<file path="config.mk">
export PLATFORM = sky130hd
export DESIGN_NAME = fixed_point_sqrt_iter
export DESIGN_NICKNAME = d
export VERILOG_FILES = /design/src/rtl/fixed_point_sqrt_iter.sv
export SDC_FILE = /design/constraint.sdc
export NUM_CORES = 1
export LEC_CHECK = 0
export BUFFER_PORTS_ARGS = -buffer_cell sky130_fd_sc_hd__clkbuf_2
export CORE_UTILIZATION = 40
export CTS_BUF_LIST = sky130_fd_sc_hd__clkbuf_4
export DETAILED_ROUTE_END_ITERATION = 8
export PLACE_DENSITY = 0.6
export SLEW_MARGIN = 20
export SYNTH_ARGS = -nofsm -noshare
export SYNTH_HDL_FRONTEND = slang
export SYNTH_SLANG_ARGS = --single-unit
export TNS_END_PERCENT = 10
</file>
<file path="constraint.sdc">
create_clock -name clk_i -period 4.6 [get_ports clk_i]
set_input_delay 0.69 -clock clk_i [delete_from_list [all_inputs] [get_ports clk_i]]
set_output_delay 0.69 -clock clk_i [all_outputs]
set_load 0.05 [all_outputs]
</file>
<file path="src/rtl/fixed_point_sqrt_iter.sv">
// rtl/fixed_point_sqrt_iter.sv - multi-cycle unsigned Q(I.F) square root, one root bit per cycle
//
// Restoring digit-by-digit square root with valid/ready handshakes on both sides.
// Ports:
//   clk_i        clock, rising edge
//   rst_i        synchronous active-high reset
//   in_valid_i   operand valid
//   in_ready_o   operand can be accepted (IDLE only)
//   num_i        radicand, unsigned Q(I.F)
//   out_valid_o  result valid, held until out_ready_i
//   out_ready_i  consumer accepts result
//   sqrt_o       root, unsigned Q(I.F)
//   exact_o      final remainder was zero
//   busy_o       operation in flight (CALC or DONE)
module fixed_point_sqrt_iter #(
    parameter int INTEGER_WIDTH  = 8,
    parameter int FRACTION_WIDTH = 8,
    parameter int ROUND          = 0,
    localparam int W             = INTEGER_WIDTH + FRACTION_WIDTH
) (
    input  logic         clk_i,
    input  logic         rst_i,
    input  logic         in_valid_i,
    output logic         in_ready_o,
    input  logic [W-1:0] num_i,
    output logic         out_valid_o,
    input  logic         out_ready_i,
    output logic [W-1:0] sqrt_o,
    output logic         exact_o,
    output logic         busy_o
);

    // Radicand is {num, F zeros}, padded to an even width so it splits into bit pairs.
    localparam int NRAW = INTEGER_WIDTH + 2 * FRACTION_WIDTH;
    localparam int N    = NRAW + (NRAW % 2);
    localparam int ITER = N / 2;
    localparam int RW   = ITER + 2;
    localparam int CW   = (ITER > 1) ? $clog2(ITER) : 1;

    typedef enum logic [1:0] {S_IDLE, S_CALC, S_DONE} state_t;

    state_t          state_q;
    logic [N-1:0]    rad_q;
    logic [ITER-1:0] q_q;
    logic [RW-1:0]   rem_q;
    logic [CW-1:0]   cnt_q;
    logic [W-1:0]    sqrt_q;
    logic            exact_q;
    logic            out_valid_q;

    logic [N-1:0]    rad_init;
    logic [N-1:0]    rad_d;
    logic [RW+1:0]   rem_shift;
    logic [RW+1:0]   sub_val;
    logic [RW+1:0]   diff;
    logic            fit;
    logic [RW-1:0]   rem_d;
    logic [ITER-1:0] q_d;
    logic [W-1:0]    root_w;
    logic [W:0]      root_inc;
    logic            round_up;
    logic [W-1:0]    result_d;

    always_comb begin
        rad_init          = '0;
        rad_init[W-1:0]   = num_i;
        rad_init          = rad_init << FRACTION_WIDTH;
        rad_d             = rad_q << 2;

        // Bring down the next two radicand bits and try subtracting 4q+1.
        rem_shift = {rem_q, rad_q[N-1:N-2]};
        sub_val   = RW'({q_q, 2'b01});
        fit       = (rem_shift >= sub_val);
        diff      = rem_shift - sub_val;
        rem_d     = RW'(fit ? diff : rem_shift);
        q_d       = ITER'({q_q, fit});

        // Round to nearest: sqrt(R) >= q + 1/2 exactly when rem > q (ties are impossible).
        root_w    = W'(q_d);
        root_inc  = {1'b0, root_w} + (W + 1)'(1);
        round_up  = (ROUND != 0) && (rem_d > RW'(q_d));
        result_d  = root_w;
        if (round_up) begin
            result_d = root_inc[W] ? '1 : root_inc[W-1:0];
        end
    end

    always_ff @(posedge clk_i) begin
        if (rst_i) begin
            state_q     <= S_IDLE;
            rad_q       <= '0;
            q_q         <= '0;
            rem_q       <= '0;
            cnt_q       <= '0;
            sqrt_q      <= '0;
            exact_q     <= 1'b0;
            out_valid_q <= 1'b0;
        end else begin
            case (state_q)
                S_IDLE: begin
                    if (in_valid_i) begin
                        rad_q   <= rad_init;
                        q_q     <= '0;
                        rem_q   <= '0;
                        cnt_q   <= '0;
                        state_q <= S_CALC;
                    end
                end
                S_CALC: begin
                    rad_q <= rad_d;
                    q_q   <= q_d;
                    rem_q <= rem_d;
                    cnt_q <= cnt_q + CW'(1);
                    if (cnt_q == CW'(ITER - 1)) begin
                        sqrt_q      <= result_d;
                        exact_q     <= (rem_d == '0);
                        out_valid_q <= 1'b1;
                        state_q     <= S_DONE;
                    end
                end
                S_DONE: begin
                    if (out_ready_i) begin
                        out_valid_q <= 1'b0;
                        state_q     <= S_IDLE;
                    end
                end
                default: begin
                    state_q <= S_IDLE;
                end
            endcase
        end
    end

    assign in_ready_o  = (state_q == S_IDLE);
    assign busy_o      = (state_q != S_IDLE);
    assign out_valid_o = out_valid_q;
    assign sqrt_o      = sqrt_q;
    assign exact_o     = exact_q;

endmodule
</file>
==> results.ini <==
[floorplanning]
num_io_pins = 40
fp.dieArea_sq_mm = 0.00904
coreArea_sq_mm = 0.00830
fp.dieW_um = 95.1
die_h_um = 95.1
floorplan.initialDensity = 0.418
rows = 33

[synthesis]
ys_types = 51
yosysWarnings = 0
yosys.area.top_type = dfxtp_1
synth_area_sq_mm = 0.00347
seq_area_frac_synth = 0.358
synth_area_leaders = dfxtp_1 (36%), a21oi_1 (8.8%), nand2_1 (6.1%), nor2_1 (6.0%), ha_1 (5.4%)
ys.flop_type = dfxtp_1
ys_seq_elements = 62
synth_edf_count = 0
synthCells = 462
synth_async_sr_flop_share = 0
syn_avg_cell_area_sq_um = 7.50
synth_top_area_frac = 0.358

[final_layout]
area_growth_pct = 10.5
drive_above_1_share = 0.135
fillerInstances = 854
fin_cells = 595
layout.nets = 520
diodes = 0
finalInstanceArea_sq_mm = 0.00383

[setup_path]
worst-path-buf-inv = 2
r2r_cells = 11
worst_path_most_repeated_cell = nor2_1
worst_ep_arrival_time_ns = 3.14
critPathSlowestCell = a211oi_4
cp-start-kind = flip-flop
crit_fanout = 15
path_cells = inv_1, ha_1, nor2b_1, o31a_1, o21ai_1, a211oi_4, buf_4, mux2i_1, nor2_1, a21oi_1, nor2_1
criticalPathCategory = flip-flop to flip-flop
max_stage_delay_ns = 0.52
required_ns = 4.88
cpLargestDelayFamily = compound AO/OA/AOI/OAI gates
r2r_end = rem_q[4]
endpoint_kind = flip-flop
regToRegStartpoint = q_q[0]
rrSetupSlack_ns = 1.74

[power_and_ir_drop]
p_leak_nw = 1.58
vdd_drop_max_mv = 0.358
p_per_area_mw_per_mm2 = 689
total_power_mw = 2.64

[flow_run]
cap_violations = 0

[grt]
grt_first_pass_wirelength_um = 13500
first_global_vias = 2925
grt-ovfl-total = 0
antenna_found_initial = 0
grt_max_degree = 40
grt_usage = 0.192

[clocking]
clk_pin_slew_worst_paths_ns = 0.10
cts_tree = done
postCtsSetupRepairBufs = 0
clk_path_buf_depth = 2
post_cts_resized = 0
cts_buffers = 9
htreeDepth = 3
clock-root-buffer = clkbuf_4
cts.sinks = 62
holdBufCountCts = 0
clock_latency_ns = 0.41

[routing]
ant_nets = 0
drt-initial-drc-count = 115
wl_per_cell_um = 13.3
drt-total-wl_um = 7900
first_pass_iters = 4
drc = 0
via_per_inst = 5.30
num_vias = 3153

[timing]
setup_viol = 0
finalMaxSlewViolations = 0
slew_headroom = 0.392
hold_ws_ns = 0.461
rsz0062_at_grt = no
finalCritPeriodShare = 0.623
hold_viol_final = 0
setup-tns-final_ns = 0
fin_crit_ns = 2.86
tightestPinTransition_ns = 0.913
skew_ns = 0.0121
fmax_mhz = 349

[worst_hold_path]
min_path_type = flip-flop to flip-flop
worstHoldEndpoint = sqrt_o[11]
hold_path_startpoint = sqrt_o[11]
min_path_cells = 2

[run_status]
status = finished, final reports clean

[placement]
placed_cell_area_sq_mm = 0.00370
dp_hpwl_um = 5530
io_buffers = 35
dpl.cell_count = 579
place_congestion = 0.902

per-layer routing:
metal | GRT usage | share of wire
met5 | 0 | 0
met1 | 0.248 | 0.49
met4 | 0.0669 | 0.014
met3 | 0.0502 | 0.034
met2 | 0.306 | 0.47
power by group:
group / internal [mW] / switching [mW] / total (mW)
combinational: 0.759 / 0.867 / 1.63
sequential: 0.593 / 0.0616 / 0.654
clock: 0.162 / 0.198 / 0.360
total: 1.51 / 1.13 / 2.64
worst reg2reg max path, cell delays in order, from the launching register on:
cell and delay [ns]:
dfxtp_1 0.39, inv_1 0.06, ha_1 0.33, nor2b_1 0.22
o31a_1 0.23, o21ai_1 0.16, a211oi_4 0.52, buf_4 0.34
mux2i_1 0.25, nor2_1 0.06, a21oi_1 0.14, nor2_1 0.05
kinds of logic after synthesis:
family                     count (synthesis)  share of synthesized area
and+or+nand+nor                          145                      0.182
other                                      1                    0.00108
muxes                                     12                     0.0368
AOI/OAI and AO/OA                        148                      0.258
DFF                                       62                      0.358
xor gates and xnor gates                  12                     0.0303
buffers and inverters                     67                     0.0794
adders and majority gates                 15                     0.0541
metrics by stage:
step                utilization  setup slack [ns]
floorplan                     -              2.22
global route              0.461              1.52
detailed placement        0.446              1.80
CTS                       0.461              1.77
global placement          0.446              1.90
finish                    0.461              1.74
synthesized netlist by cell type, types with 5 or more instances:
cell type	count
mux2i_1	9
a21oi_1	61
nor2_1	55
clkbuf_1	21
dfxtp_1	62
a31oi_1	6
buf_4	6
nand2_1	56
nor3_1	5
nor2b_1	8
a22oi_1	18
xnor2_1	6
xor2_1	6
inv_1	35
o21ai_0	32
ha_1	15
flip-flops by register name, indices dropped and copies added, names as in the netlist:
signal,flops
exact_o,1
cnt_q,4
rem_q,14
state_q,2
out_valid_o,1
sqrt_o,12
q_q,12
rad_q,16
cells in the final DEF (no fill, tap or decap), types with 8 or more instances in the layout:
cell type / Yosys / routed
dfxtp_1: 62 / 62
a21oi_1: 61 / 61
nand2_1: 56 / 56
nor2_1: 55 / 55
inv_1: 35 / 35
clkbuf_2: 0 / 35
o21ai_0: 32 / 32
a22oi_1: 18 / 18
ha_1: 15 / 15
mux2i_1: 9 / 9
clkbuf_4: 0 / 9
nor2b_1: 8 / 8
worst max-delay path by stage:
stage               startpoint   endpoint  slack (ns)  depth (start not counted)
floorplan               q_q[3]    exact_o        2.22                         10
global placement        q_q[7]   rem_q[4]        1.90                         11
detailed placement      q_q[0]   rem_q[4]        1.80                         11
CTS                     q_q[0]  rem_q[10]        1.77                         11
global route            q_q[0]   rem_q[5]        1.52                         11
finish                  q_q[0]   rem_q[4]        1.74                         11
area by class of cell:
cell class | count | area [sq um] | share of cell area
multi-input cells | 336 | 1970 | 0.515
flip-flops and latches | 62 | 1240 | 0.324
repair buffers | 41 | 220 | 0.0575
inverters | 35 | 131 | 0.0343
well taps | 105 | 131 | 0.0343
clock buffers | 9 | 67.6 | 0.0176
clock inverters | 7 | 65.1 | 0.0170
Power figures use the tool's default switching activity.
